===== config.mk =====
export PLATFORM = sky130hd
export DESIGN_NAME = aes_round_sched_flat
export DESIGN_NICKNAME = d
export VERILOG_FILES = /design/src/rtl/aes_round_sched_if.sv /design/src/rtl/aes_round_sched.sv /design/src/flat_wrapper.sv
export SDC_FILE = /design/constraint.sdc
export NUM_CORES = 1
export LEC_CHECK = 0
export BUFFER_PORTS_ARGS = -buffer_cell sky130_fd_sc_hd__buf_2
export CORE_AREA = 2 2 253 255
export CTS_BUF_LIST = sky130_fd_sc_hd__clkbuf_16
export DETAILED_ROUTE_END_ITERATION = 12
export DIE_AREA = 0 0 255 257
export PLACE_DENSITY_LB_ADDON = 0.1
export RECOVER_POWER = 25
export SLEW_MARGIN = 20
export SYNTH_ARGS = -nofsm -noshare
export SYNTH_HDL_FRONTEND = slang
export SYNTH_SLANG_ARGS = --single-unit

===== constraint.sdc =====
create_clock -name iClk -period 1.8 [get_ports iClk]
set_input_delay 0.18 -clock iClk [delete_from_list [all_inputs] [get_ports iClk]]
set_output_delay 0.18 -clock iClk [all_outputs]
set_load 0.1 [all_outputs]

===== src/rtl/aes_round_sched_if.sv =====
// ----------------------------------------------------------------------------
// aes_round_sched_if : block, ciphertext, round-datapath and key-store signals
// Revision 1.0
// ----------------------------------------------------------------------------
`default_nettype none

interface aes_round_sched_if #(
  parameter int KW = 4
);
  logic            iStart;
  logic [0:127]    iData;
  logic            oReady;
  logic            oValid;
  logic [0:127]    oData;
  logic            iAck;
  logic [0:127]    oRound_state;
  logic [0:127]    iRound_state;
  logic            oLast;
  logic [KW-1:0]   oKey_idx;
  logic [0:127]    iKey;
  logic [KW-1:0]   oRound;

  modport master (
    output iStart, iData, iAck, iRound_state, iKey,
    input  oReady, oValid, oData, oRound_state, oLast, oKey_idx, oRound
  );

  modport slave (
    input  iStart, iData, iAck, iRound_state, iKey,
    output oReady, oValid, oData, oRound_state, oLast, oKey_idx, oRound
  );
endinterface

`default_nettype wire


===== src/rtl/aes_round_sched.sv =====
// ----------------------------------------------------------------------------
// aes_round_sched : iterative AES encryption round scheduler (IDLE/RUN/HOLD)
// Revision 1.0
// ----------------------------------------------------------------------------
`default_nettype none

module aes_round_sched #(
  parameter int NR = 10,
  parameter int KW = 4
) (
  input  wire logic          iClk,
  input  wire logic          iRst,
  aes_round_sched_if.slave   bus
);

  localparam logic [1:0]    S_IDLE = 2'd0;
  localparam logic [1:0]    S_RUN  = 2'd1;
  localparam logic [1:0]    S_HOLD = 2'd2;
  localparam logic [KW-1:0] C_NR   = KW'(NR);
  localparam logic [KW-1:0] C_ONE  = KW'(1);

  logic [1:0]    fsm_q,   fsm_d;
  logic [0:127]  state_q, state_d;
  logic [KW-1:0] round_q, round_d;

  always_comb begin
    fsm_d   = fsm_q;
    state_d = state_q;
    round_d = round_q;
    case (fsm_q)
      S_IDLE: begin
        // Initial AddRoundKey uses key 0, which the key store returns in IDLE.
        if (bus.iStart) begin
          state_d = bus.iData ^ bus.iKey;
          round_d = C_ONE;
          fsm_d   = S_RUN;
        end
      end
      S_RUN: begin
        state_d = bus.iRound_state;
        if (round_q == C_NR) begin
          round_d = '0;
          fsm_d   = S_HOLD;
        end else begin
          round_d = round_q + C_ONE;
        end
      end
      S_HOLD: begin
        if (bus.iAck) begin
          fsm_d = S_IDLE;
        end
      end
      default: fsm_d = S_IDLE;
    endcase
  end

  always_ff @(posedge iClk) begin
    if (iRst) begin
      fsm_q   <= S_IDLE;
      state_q <= '0;
      round_q <= '0;
    end else begin
      fsm_q   <= fsm_d;
      state_q <= state_d;
      round_q <= round_d;
    end
  end

  // Outputs depend on registered state only; iStart/iAck never reach them.
  assign bus.oReady       = (fsm_q == S_IDLE);
  assign bus.oValid       = (fsm_q == S_HOLD);
  assign bus.oData        = (fsm_q == S_HOLD) ? state_q : '0;
  assign bus.oRound_state = state_q;
  assign bus.oLast        = (fsm_q == S_RUN) && (round_q == C_NR);
  assign bus.oKey_idx     = (fsm_q == S_RUN) ? round_q : '0;
  assign bus.oRound       = round_q;

endmodule

`default_nettype wire


===== src/flat_wrapper.sv =====
// flat-port wrapper written by rule: the top's interface ports become plain ports
module aes_round_sched_flat 
#(
  parameter int NR = 10,
  parameter int KW = 4
)
  (iClk, iRst, bus_iStart, bus_iData, bus_iAck, bus_iRound_state, bus_iKey, bus_oReady, bus_oValid, bus_oData, bus_oRound_state, bus_oLast, bus_oKey_idx, bus_oRound);
  aes_round_sched_if #(.KW(KW)) bus_i ();
  input  wire logic iClk;
  input  wire logic iRst;
  input wire logic [$bits(bus_i.iStart)-1:0] bus_iStart;
  input wire logic [$bits(bus_i.iData)-1:0] bus_iData;
  input wire logic [$bits(bus_i.iAck)-1:0] bus_iAck;
  input wire logic [$bits(bus_i.iRound_state)-1:0] bus_iRound_state;
  input wire logic [$bits(bus_i.iKey)-1:0] bus_iKey;
  output wire logic [$bits(bus_i.oReady)-1:0] bus_oReady;
  output wire logic [$bits(bus_i.oValid)-1:0] bus_oValid;
  output wire logic [$bits(bus_i.oData)-1:0] bus_oData;
  output wire logic [$bits(bus_i.oRound_state)-1:0] bus_oRound_state;
  output wire logic [$bits(bus_i.oLast)-1:0] bus_oLast;
  output wire logic [$bits(bus_i.oKey_idx)-1:0] bus_oKey_idx;
  output wire logic [$bits(bus_i.oRound)-1:0] bus_oRound;
  assign bus_i.iStart = bus_iStart;
  assign bus_i.iData = bus_iData;
  assign bus_i.iAck = bus_iAck;
  assign bus_i.iRound_state = bus_iRound_state;
  assign bus_i.iKey = bus_iKey;
  assign bus_oReady = bus_i.oReady;
  assign bus_oValid = bus_i.oValid;
  assign bus_oData = bus_i.oData;
  assign bus_oRound_state = bus_i.oRound_state;
  assign bus_oLast = bus_i.oLast;
  assign bus_oKey_idx = bus_i.oKey_idx;
  assign bus_oRound = bus_i.oRound;
  aes_round_sched #(.NR(NR), .KW(KW)) u_core (.iClk(iClk), .iRst(iRst), .bus(bus_i));
endmodule

Word level (Yosys, flattened, before mapping)
Index checks and enable logic that the tools add are counted.
{"block": "totals", "word_cells": 27, "input_bits": 388, "output_inout_bits": 267, "reg_bits": 134}
{"block": "classes", "reduce_logical": 5, "add_sub_neg": 1, "mux": 11, "n_bitwise": 1, "n_eq_ne": 6}
{"cell": "$mux 128", "n": 2}
{"cell": "$pmux 128 s2", "n": 1}
{"cell": "$xor 128x128->128", "n": 1}
{"cell": "$mux 4", "n": 3}
{"cell": "$pmux 4 s2", "n": 1}
{"cell": "$mux 2", "n": 3}
{"cell": "$ne 2x2->1 const B", "n": 3}
{"cell": "$pmux 2 s3", "n": 1}
{"cell": "$add 4x1->4 const B", "n": 1}
{"cell": "$eq 4x4->1 const B", "n": 1}
{"cell": "$reduce_and 3->1", "n": 1}
{"cell": "$eq 2x1->1 const B", "n": 1}
{"cell": "$eq 2x2->1 const B", "n": 1}
{"cell": "$logic_not 2->1", "n": 1}
{"cell": "$reduce_and 2->1", "n": 1}
{"cell": "$reduce_bool 2->1", "n": 1}
{"cell": "$logic_and 1x1->1", "n": 1}

Logic depth before layout (Yosys ltp)
{"block": "depth", "ltp_word": 3, "depth_mapped": 6, "depth_no_buf": 5}

Worst setup path after synthesis
OpenSTA, ideal clock, no wires.
{"block": "synth_path", "kind": "register -> register", "from": "register u_core.round_q[1], in the netlist u_core.bus.oRound[1]", "to": "register u_core.fsm_q[1]", "stages_incl_launch_ff": 5, "n_path_buf": 0, "setup_ns": 0.063, "arrival_ns": 3.025, "path_slack_ns": -1.288, "cell_sequence": "dfxtp_1 > ha_1 > nand3b_1 > nor2_1 > o21a_1"}
{"block": "synth_between", "elab_chain_cells": 3}
{"item": "start, declared", "line": "aes_round_sched.sv:24", "text": "logic [KW-1:0] round_q, round_d;"}
{"item": "start signal, assigned", "line": "aes_round_sched.sv:65", "text": "round_q <= round_d;"}
{"item": "$eq 4x4->1", "line": "aes_round_sched.sv:41", "text": "if (round_q == C_NR) begin"}
{"item": "$ne 2x2->1 (no source line)"}
{"item": "$reduce_and 3->1 (no source line)"}
{"item": "end signal, assigned", "line": "aes_round_sched.sv:63", "text": "fsm_q <= fsm_d;"}
{"item": "end, declared", "line": "aes_round_sched.sv:22", "text": "logic [1:0] fsm_q, fsm_d;"}
Every way passes these cells.
A chain may end at the register's enable or synchronous reset.

Worst setup path in the final report
{"block": "layout_path", "from": "register u_core.fsm_q[1]", "to": "output bus_oData[110]"}
{"block": "layout_between", "elab_chain_cells": 2}
{"item": "$eq 2x2->1", "line": "aes_round_sched.sv:72", "text": "assign bus.oData = (fsm_q == S_HOLD) ? state_q : '0;"}
{"item": "$mux 128", "line": "aes_round_sched.sv:72"}
{"item": "end, declared", "line": "flat_wrapper.sv:18", "text": "output wire logic [$bits(bus_i.oData)-1:0] bus_oData;"}
Every way passes these cells.

==> out/qor.log <==
qor: outcome.outcome finished, violations left
qor: outcome.failing_checks setup timing
qor: synth.synth_top_flop_cell sky130_fd_sc_hd__dfxtp_1
qor: global_routing.grt_start_max_net_pins 62
qor: timing.worst_pin_slew 0.576 ns
qor: placed_design.buffer_ports.inserted 654
qor: route.vias_per_cell 3.64
qor: timing.setup_violations 129
qor: cells_and_area.most-common-layout-cells 456 x sky130_fd_sc_hd__buf_2, 179 x sky130_fd_sc_hd__dlygate4sd3_1, 149 x sky130_fd_sc_hd__buf_12, 130 x sky130_fd_sc_hd__and2_4, 129 x sky130_fd_sc_hd__nor2_1
qor: timing.final_period_minus_worst_setup_slack 1.93 ns
qor: timing.fin_crit_sh 107%
qor: synth.synthesis.nets 1250
qor: timing.final_hold_viols 0
qor: placed_design.placed_area 14000 sq um
qor: pwr.tot_pwr 11.7 mW
qor: global_routing.grt_first_pass_wirelength 66.5 mm
qor: min_path.worstHoldPathType input port to register
qor: clocking.cts_num_sinks 134
qor: route.route.vias.total 9346
qor: synth.post_synth.cell_area_avg 8.68 sq um
qor: floorplanning.floorplan.die.width 255 um
qor: setup_path.crit_family buffers and inverters
qor: cells_and_area.layout.area.seq 2700 sq um
qor: pwr.power_density 678 nW/um^2
qor: pwr.p_clk_share 29.4%
qor: pwr.worst_vdd_ir 721 uV
qor: floorplanning.floorplan.core_area 62700 sq um
qor: cells_and_area.final_net_count 2091
qor: floorplanning.die_h 257 um
qor: pwr.netSwitchingFraction 44.1%
qor: setup_path.worstPathArrival 1.75 ns
qor: clocking.htreeDepth 4
qor: cells_and_area.stdcell_area 17300 sq um
qor: pwr.total_switching_power 5.17 mW
qor: setup_path.cp_num_buf_inv 4
qor: setup_path.path_cells nor2b_4 > buf_12 > buf_12 > clkbuf_16 > and2_4 > buf_12
qor: pwr.comb_power_share 40.1%
qor: timing.finClkSkew 0.0146 ns
qor: synth.syn_area 7460 sq um
qor: global_routing.gr-usage-all-layers 14.0%
qor: cells_and_area.layout.cells.most_common sky130_fd_sc_hd__buf_2
qor: clocking.clock_insertion_delay_worst_skew 0.48 ns
qor: clocking.cts_root_buffer sky130_fd_sc_hd__clkbuf_16
qor: setup_path.cp_max_fo 7
qor: cells_and_area.final_layout_size_suffix_gt1_share 54.8%
qor: route.post-route-drc-count 0
qor: synth.seq_area_frac_synth 35.9%
qor: synth.synth-seq-cells 134
qor: pwr.internal_power 6.54 mW
qor: floorplanning.floorplan.die_area 65500 sq um
qor: global_routing.first_global_vias 9775
qor: route.drt_iter0_drc 241
qor: setup_path.cpMaxStageDelayCell sky130_fd_sc_hd__dfxtp_2
qor: setup_path.end_kind output port
qor: timing.slew_headroom 61.7%
qor: placed_design.routabilityCongestion 0.782
qor: floorplanning.floorplan.io_pins 655
qor: route.drt-total-wl 48.2 mm
qor: timing.hold-worst-slack 0.0452 ns
qor: floorplanning.placement_rows 92
qor: route.postRouteAntennaNets 0
qor: timing.maxSlewViolCount 0
qor: synth.synth_enable_flop_cells 0
qor: setup_path.critPathMostFrequentCell sky130_fd_sc_hd__buf_12
qor: clocking.clock_tree_from_tritoncts done
qor: synth.asyncSetResetFlopFracSynth 0%
qor: job.max_cap_violation_count 0
qor: global_routing.globalRoute.totalOverflow 0
qor: synth.synth_warnings 0
qor: setup_path.cp_slowest_stage_delay 0.33 ns
qor: clocking.cts_made_buffers 17
qor: cells_and_area.n_fill_cell 6758
qor: timing.grt_setup_unrepaired yes
qor: setup_path.worst-endpoint-required 1.62 ns
qor: timing.maxClockFrequency 517 MHz
qor: placed_design.placed_cells_incl_taps 2313
qor: timing.final_critical_path_setup_slack -0.133 ns
qor: synth.number_of_distinct_standard_cells_referenced_by_the_synthesized_netlist 33
qor: synth.synth_cells 860
qor: global_routing.antenna_found_initial 10
qor: route.drt-pass1-iter-count 4
qor: placed_design.dp.final_hpwl 34.0 mm
qor: cells_and_area.area_delta_synth_final 132%
qor: pwr.p_seq_share 30.4%
qor: clocking.worst_setup_hold_path_clk_slew 0.06 ns
qor: clocking.clk_path_buf_depth 2
qor: placed_design.place_ws 0.227 ns
qor: cells_and_area.layout.cells.non_filler 2568
qor: floorplanning.starting_density_of_the_core 11.9%
qor: setup_path.critPathKind register to output port
qor: setup_path.start_kind register
qor: cells_and_area.multiInputGateArea 4800 sq um
qor: route.wire_per_inst 18.8 um
qor: pwr.total_leakage_power 7.41 nW
==> area by class of cell <==
cell class	instances	area share [%]
clock buffers	17	2.46
repair buffers	890	47.1
flip-flops and latches	134	15.6
well taps	846	6.13
clock inverters	15	0.673
inverters	4	0.109
diodes	8	0.116
multi-input cells	654	27.8
==> registers in the layout, summed over array words and instances, names as in the netlist <==
name,flops
u_core.fsm_q,2
u_core.bus.oRound,4
u_core.bus.oRound_state,128
==> routing by layer <==
metal	wire length [um]	part of all wire [%]	GRT usage (%)
met1	18800	39	15.2
met2	25800	53	26.3
met3	2990	6.2	3.97
met4	634	1.3	3.77
met5	53	0.11	0
==> power groups by stage <==
stage	Combinational [mW]	Clock (mW)	Sequential (mW)
6_report	4.70	3.45	3.57
5_1_grt	4.93	3.72	3.61
4_1_cts	4.75	3.64	3.57
3_5_place_dp	4.26	0	3.62
3_3_place_gp	4.27	0	3.62
2_1_floorplan	0.954	0	5.65
==> logic make-up after synthesis <==
logic type	synth area share [%]
fa+ha+maj	0.335
flops	35.9
simple gates	19.1
xor+xnor	15.0
buf+inv	5.06
compound gates	24.5
==> through the flow <==
step	utilization (%)	TNS (ns)
after floorplan	-	-0.0464
after global placement	22.3	0
after detailed placement	22.3	0
after CTS	27.2	-22.31
after global routing	27.5	-25.42
final	27.5	-13.01
==> path summary, 6_finish.rpt <==
| check | slack, ns | cells after the start | start | endpoint |
|---|---|---|---|---|
| min reg2reg | 0.51 | 2 | u_core.bus.oRound_state[118]$_SDFFE_PP0P_ | u_core.bus.oRound_state[118]$_SDFFE_PP0P_ |
| min | 0.05 | 3 | bus_iKey[84] | u_core.bus.oRound_state[43]$_SDFFE_PP0P_ |
| max reg2reg | 0.07 | 7 | u_core.fsm_q[0]$_SDFFE_PP0P_ | u_core.bus.oRound_state[25]$_SDFFE_PP0P_ |
| max | -0.13 | 6 | u_core.fsm_q[1]$_SDFFE_PP0P_ | bus_oData[110] |
==> repair_timing <==
action | 4_1_cts | 5_1_grt
resized for setup | 133 | 33
buffers inserted | 16 | 2
hold buffers | 179 | 0
endpoints found under the hold margin | 91 | 0
endpoints found under the setup margin | 135 | 138
pin swaps | 35 | 17
cloned | 12 | 7
==> worst reg2reg max path, delay by kind of cell (launching register included) <==
family                 cells  cell delay [ns]
buffers and inverters      4             0.84
AOI/OAI and AO/OA          2             0.38
DFF                        1             0.35
and+or+nand+nor            1             0.09
==> synthesized netlist by cell type, drive strengths merged, types with 2 or more instances <==
library cell	instances	share of area (%)
nor2	134	6.7
nor2b	5	0.42
and2	131	11
ha	2	0.34
o21ai	107	7.2
xnor2	128	15
a211oi	106	13
clkbuf	33	1.7
inv	4	0.20
buf	35	3.2
nand2	3	0.15
dfxtp	134	36
a221o	22	3.1
a21oi	2	0.13
o21a	2	0.20
Power figures use the tool's default switching activity.
